`src/rtl/wb_lsu_master.sv`:
```
// Wishbone B4 classic master turning core load/store requests into single bus cycles.
// Optional bus-hang abort is compiled in with `define WB_LSU_TIMEOUT_EN.
module wb_lsu_master #(
  parameter int unsigned RDATA_LAT      = 1,
  parameter int unsigned TIMEOUT_CYCLES = 16
) (
  input  logic        clk_i,
  input  logic        reset_n,
  input  logic        req_valid,
  output logic        req_ready,
  input  logic        req_we,
  input  logic [1:0]  req_size,
  input  logic        req_unsigned,
  input  logic [31:0] req_addr,
  input  logic [31:0] req_wdata,
  output logic        rsp_valid,
  output logic [31:0] rsp_rdata,
  output logic        rsp_err,
  output logic        cyc_o,
  output logic        stb_o,
  output logic [31:0] adr_o,
  output logic        we_o,
  output logic [3:0]  sel_o,
  output logic [31:0] dat_o,
  input  logic [31:0] dat_i,
  input  logic        ack_i,
  input  logic        err_i
);

  typedef enum logic [1:0] {S_IDLE, S_REQ, S_RWAIT, S_RESP} state_t;

  state_t      r_state, w_next;
  logic [31:0] r_addr, r_wdata, r_rdata;
  logic [1:0]  r_size;
  logic        r_we, r_uns, r_err;

  logic        w_accept, w_illegal, w_err_set, w_cap, w_tmo_hit;
  logic [3:0]  w_sel;
  logic [31:0] w_dat, w_shift, w_ext;

  assign w_accept  = req_valid && (r_state == S_IDLE);
  assign w_illegal = (req_size == 2'd3) ||
                     ((req_size == 2'd1) && req_addr[0]) ||
                     ((req_size == 2'd2) && (req_addr[1:0] != 2'b00));

`ifdef WB_LSU_TIMEOUT_EN
  localparam int unsigned TW = $clog2(TIMEOUT_CYCLES + 1);
  logic [TW-1:0] r_tmo;

  // Fires on the REQ cycle whose un-acked completion would bring the count to the limit.
  assign w_tmo_hit = (r_tmo == TW'(TIMEOUT_CYCLES - 1));

  always_ff @(posedge clk_i) begin
    if (!reset_n)
      r_tmo <= '0;
    else if (r_state != S_REQ)
      r_tmo <= '0;
    else if (!ack_i && !err_i)
      r_tmo <= r_tmo + 1'b1;
  end
`else
  assign w_tmo_hit = 1'b0;
`endif

  always_comb begin
    w_next    = r_state;
    w_err_set = 1'b0;
    w_cap     = 1'b0;
    case (r_state)
      S_IDLE: begin
        if (req_valid) w_next = w_illegal ? S_RESP : S_REQ;
      end
      S_REQ: begin
        if (err_i) begin
          w_next    = S_RESP;
          w_err_set = 1'b1;
        end else if (ack_i) begin
          if (r_we) begin
            w_next = S_RESP;
          end else if (RDATA_LAT == 0) begin
            w_next = S_RESP;
            w_cap  = 1'b1;
          end else begin
            w_next = S_RWAIT;
          end
        end else if (w_tmo_hit) begin
          w_next    = S_RESP;
          w_err_set = 1'b1;
        end
      end
      S_RWAIT: begin
        w_next = S_RESP;
        w_cap  = 1'b1;
      end
      S_RESP:  w_next = S_IDLE;
      default: w_next = S_IDLE;
    endcase
  end

  always_ff @(posedge clk_i) begin
    if (!reset_n) begin
      r_state <= S_IDLE;
      r_addr  <= '0;
      r_wdata <= '0;
      r_rdata <= '0;
      r_size  <= '0;
      r_we    <= 1'b0;
      r_uns   <= 1'b0;
      r_err   <= 1'b0;
    end else begin
      r_state <= w_next;
      if (w_accept) begin
        r_addr  <= req_addr;
        r_wdata <= req_wdata;
        r_size  <= req_size;
        r_we    <= req_we;
        r_uns   <= req_unsigned;
        r_err   <= w_illegal;
        r_rdata <= '0;
      end
      if (w_err_set) r_err   <= 1'b1;
      if (w_cap)     r_rdata <= dat_i;
    end
  end

  always_comb begin
    w_sel = 4'b1111;
    w_dat = r_wdata;
    case (r_size)
      2'd0: begin
        w_sel = 4'b0001 << r_addr[1:0];
        w_dat = {4{r_wdata[7:0]}};
      end
      2'd1: begin
        w_sel = 4'b0011 << r_addr[1:0];
        w_dat = {2{r_wdata[15:0]}};
      end
      default: begin
        w_sel = 4'b1111;
        w_dat = r_wdata;
      end
    endcase
  end

  assign w_shift = r_rdata >> {r_addr[1:0], 3'b000};

  always_comb begin
    w_ext = w_shift;
    case (r_size)
      2'd0:    w_ext = r_uns ? {24'd0, w_shift[7:0]}  : {{24{w_shift[7]}},  w_shift[7:0]};
      2'd1:    w_ext = r_uns ? {16'd0, w_shift[15:0]} : {{16{w_shift[15]}}, w_shift[15:0]};
      default: w_ext = w_shift;
    endcase
  end

  // Bus outputs are gated by state so that idle/reset presents an all-zero bus.
  assign req_ready = (r_state == S_IDLE);
  assign cyc_o     = (r_state == S_REQ) || (r_state == S_RWAIT);
  assign stb_o     = (r_state == S_REQ);
  assign adr_o     = cyc_o ? {r_addr[31:2], 2'b00} : '0;
  assign we_o      = stb_o && r_we;
  assign sel_o     = stb_o ? w_sel : '0;
  assign dat_o     = (stb_o && r_we) ? w_dat : '0;
  assign rsp_valid = (r_state == S_RESP);
  assign rsp_err   = rsp_valid && r_err;
  assign rsp_rdata = (rsp_valid && !r_err && !r_we) ? w_ext : '0;

endmodule

```
`config.mk`:
```
export PLATFORM = sky130hd
export DESIGN_NAME = wb_lsu_master
export DESIGN_NICKNAME = d
export VERILOG_FILES = /design/src/rtl/wb_lsu_master.sv
export SDC_FILE = /design/constraint.sdc
export NUM_CORES = 1
export LEC_CHECK = 0
export BUFFER_PORTS_ARGS = -buffer_cell sky130_fd_sc_hd__buf_4
export CORE_AREA = 2 2 107 109
export DETAILED_ROUTE_END_ITERATION = 10
export DIE_AREA = 0 0 109 111
export GPL_TIMING_DRIVEN = 0
export PLACE_DENSITY = 0.76
export REMOVE_ABC_BUFFERS = 1
export SYNTH_ARGS = -nofsm -noshare
export SYNTH_HDL_FRONTEND = slang
export SYNTH_SLANG_ARGS = --single-unit
```
`constraint.sdc`:
```
create_clock -name clk_i -period 4.8 [get_ports clk_i]
set_input_delay 0.96 -clock clk_i [delete_from_list [all_inputs] [get_ports clk_i]]
set_output_delay 0.96 -clock clk_i [all_outputs]
set_load 0.01 [all_outputs]
```
==> flow_results.org <==
** STA
- On the final layout, the worst clock skew is 0.00507 ns.
- Dividing the final minimum period by the clock period gives 0.908.
- Time the final worst path needs with I/O delays and setup :: between 4 and 5 ns
- Across all hold checks on the routed design, the worst slack comes to 0.451 ns.
- Headroom to the max-slew limit came out at 0.0332.
- Count of final max-slew check failures :: 0
- Setup violations remaining at the end of the flow were counted as 0.
- The total count of hold-check failures in the final report is 0.
- Setup total negative slack on the finished layout was measured at 0 ns.
- Least-Margin Pin Slew :: 1.44 ns
- Setup repair after global routing left no endpoint under its margin.
- Static timing analysis puts the maximum clock frequency at about 230 MHz.

** GRT
- The first global-routing pass estimated 25.3 mm of wire.
- Overall overflow remaining after global route :: 0
- The number of antenna violations at the first check in global routing came to 0.
- The via count of the first global-routing pass was 5147.
- Entering global routing, the biggest net connects 89 pins.
- In the global route stage, overall resource usage came out at 0.259.

** Yosys
- The biggest area contributor in the post-synthesis netlist is dfxtp_1.
- Synthesis inferred 103 register bits.
- Synth warn :: 0
- Area fraction of the dominant cell type after synthesis :: 0.387
- Synth cell types :: between 40 and 50
- The share of the Yosys chip area taken by registers is 0.387.
- Share of flip-flops with an asynchronous set or reset after synthesis :: 0
- Synthesized instance count :: 709
- Leading cell types by total area after synthesis :: dfxtp_1 39%, nand2_1 13%, a21oi_1 10%, nand3b_1 4.5%, mux2i_1 4.3%
- The average instance in the mapped netlist occupies around 7.5 um2.
- Combined area of all synthesized cells :: 5330 um2
- Dominant synthesized flop cell :: dfxtp_1
- Ranking of synthesized cells by instance count :: 188 x nand2_1, 111 x a21oi_1, 103 x dfxtp_1
- Most frequent cell after synthesis :: nand2_1
- Number of flops mapped to enable cells by yosys :: 0

** Floorplanning
- The die is 109 um wide.
- Effective utilization at floorplan :: 0.481
- For this design the top-level I/O count stands at 211.
- The core region is 11100 um2.
- Number of placement rows :: 39
- DIE AREA :: 12100 um2
- Vertical die dimension :: approximately 110 um

** Clocking
- The clock passes through at most 2 buffers.
- Buffers inserted during clock tree synthesis total 9.
- Clock-pin slew of the registers on the worst-case setup and hold paths :: 0.07 ns
- TritonCTS clock tree :: yes
- Clock insertion delay at the later pin of the skew report :: 0.34 ns
- The H-tree was split into 3 levels.
- Resized Gates After CTS :: 0
- The clock drives 103 sinks.
- Quantity of hold-fixing buffers added after cts :: 0
- CTS placed an instance of clkbuf_16 at the clock tree root.
- Setup Buffers After CTS :: 0

** Setup path
- End point of the critical path :: rsp_rdata[23]
- On the worst path, the slowest cell contributes a delay of ~1.3 ns.
- Worst-case reg-to-reg path depth :: 5
- Launch instance of the worst register-to-register path :: r_state[0]$_SDFFE_PN0P_
- Startpoint Class :: flop
- The worst setup path is of the flop to primary output kind.
- Capturing element type of the critical path :: primary output
- Setup crit start :: r_addr[0]$_SDFFE_PN0P_
- Data arrival, critical path :: 3.40 ns
- CP Data Required Time :: 3.84 ns
- Cells along the critical path :: nor2_1, a221oi_2, o21ai_0, buf_4
- The setup check on the worst reg-to-reg path leaves a slack of 2.81 ns.
- In this run the worst path has a maximum fanout of 33.
- Worst r2r dst :: r_state[1]$_SDFFE_PN0P_
- Critical path's slowest cell :: dfxtp_1

** Route
- After detailed routing, the number of vias per cell comes to 5.52.
- After detailed routing, the total wire length is 16.3 mm.
- After detailed routing, the average wire length per cell comes to 16.0 um.
- In this run the remaining antenna-violating nets after routing total 0.
- The routed layout has about 5600 vias.
- The pre-antenna-repair detailed-routing pass consisted of 5 iterations.
- Number of DRC markers after the initial detailed-route iteration :: 383
- DRC violation count after routing :: 0

** Power
- Standby leakage power :: 2.98 nW
- Worst vdd ir :: 234 uV
- Dividing total power by cell area gives a power density of roughly 440 nW/um2.

** Place
- Routability-driven placement finished with a final weighted congestion of 0.813.
- Area post-placement :: 6890 um2
- During placement, the flow inserted port buffers numbering 208.
- HPWL after DPL :: 10.7 mm

** Finish
- Antenna diode count :: 0
- Final design instance area without fill :: slightly above 7000 um2
- Relative to the synthesized area, the layout overhead comes to 35.0%.
- Fraction of final layout cells with drive strength greater than 1 :: 0.285
- The final layout contains approximately 1000 nets.

** Run
- Maxcap violations :: 0

** Run status
- Outcome :: finished, final reports clean

** Min path
- Path category of the worst min-delay check :: flop to flop
- Hold Crit Depth :: 2
[power breakdown]
| group | internal, mW | leakage [nW] | switching (mW) |
|---|---|---|---|
| Sequential | 1.03 | 0.842 | 0.173 |
| Combinational | 0.524 | 1.99 | 0.719 |
| Clock | 0.419 | 0.140 | 0.312 |
| Total | 1.97 | 2.98 | 1.20 |
[per-stage QoR]
step	util	cells	power (mW)	worst slack [ns]
2_1_floorplan	-	646	1.95	1.65
3_3_place_gp	0.614	997	2.39	0.703
3_5_place_dp	0.622	1000	2.45	0.888
4_1_cts	0.649	1016	3.18	0.507
5_1_grt	0.649	1016	3.37	0.252
6_report	0.649	1016	3.17	0.440
[cell usage in the layout (no fill, tap or decap), drive strengths merged]
cell type and count:
nor3b 4, clkinv 2, a311oi 1, nor2 26, ha 5, nor2b 12
a221oi 10, dfxtp 103, a22oi 1, a21oi 111, clkinvlp 1, nand3b 32
o22ai 7, clkbuf 13, conb 2, xor2 1, mux2 18, nand3 9
or3 1, bufinv 1, a211oi 14, and2 32, and4b 1, o21ai 11
nor3 9, mux2i 23, o311a 1, inv 5, or4 1, and3 8
buf 211, o21a 4, o41ai 1, or2 1, or3b 1, nand2 188
a21boi 1, a211o 1
[cell type report]
cell class / count / area, um2
flip-flops and latches: 103 / 2060
repair buffers: 211 / 1640
multi-input cells: 537 / 2990
well taps: 143 / 179
clock inverters: 3 / 42.5
clock buffers: 13 / 250
fillers: 989 / 3890
inverters: 6 / 25.0
[per-layer routing]
metal / routed length, um / global-route usage
met1: 6740 / 0.328
met2: 7890 / 0.429
met3: 1380 / 0.0635
met4: 236 / 0.0855
met5: 0 / 0
[worst max-delay path, delay by kind of cell (launching register included)]
family | cells | cell delay, ns
flip-flops | 1 | 1.25
buffers and inverters | 1 | 0.22
AND/OR/NAND/NOR | 1 | 0.30
AO/OA/AOI/OAI | 2 | 1.27
[worst min path at each step]
stage / slack (ns) / from / to
2_1_floorplan: 0.43 / r_addr[10]$_SDFFE_PN0P_ / r_addr[10]$_SDFFE_PN0P_
3_3_place_gp: 0.44 / r_addr[7]$_SDFFE_PN0P_ / r_addr[7]$_SDFFE_PN0P_
3_5_place_dp: 0.44 / r_addr[6]$_SDFFE_PN0P_ / r_addr[6]$_SDFFE_PN0P_
4_1_cts: 0.45 / r_addr[6]$_SDFFE_PN0P_ / r_addr[6]$_SDFFE_PN0P_
5_1_grt: 0.47 / r_addr[7]$_SDFFE_PN0P_ / r_addr[7]$_SDFFE_PN0P_
6_report: 0.45 / r_addr[30]$_SDFFE_PN0P_ / r_addr[30]$_SDFFE_PN0P_
[logic make-up after synthesis]
logic type,after synthesis,share of synthesized area
simple gates,325,0.287
compound gates,163,0.177
other cells,1,0.000704
buf+inv,70,0.0538
xor+xnor,1,0.00165
mux,41,0.0813
fa+ha+maj,5,0.0117
flops,103,0.387
[registers in the layout, indices dropped and copies added, names as in the netlist]
signal   count
r_addr      32
r_rdata     32
r_wdata     32
r_size       2
r_state      2
r_err        1
r_uns        1
r_we         1
Note: power is estimated with default switching activity, not from simulation.
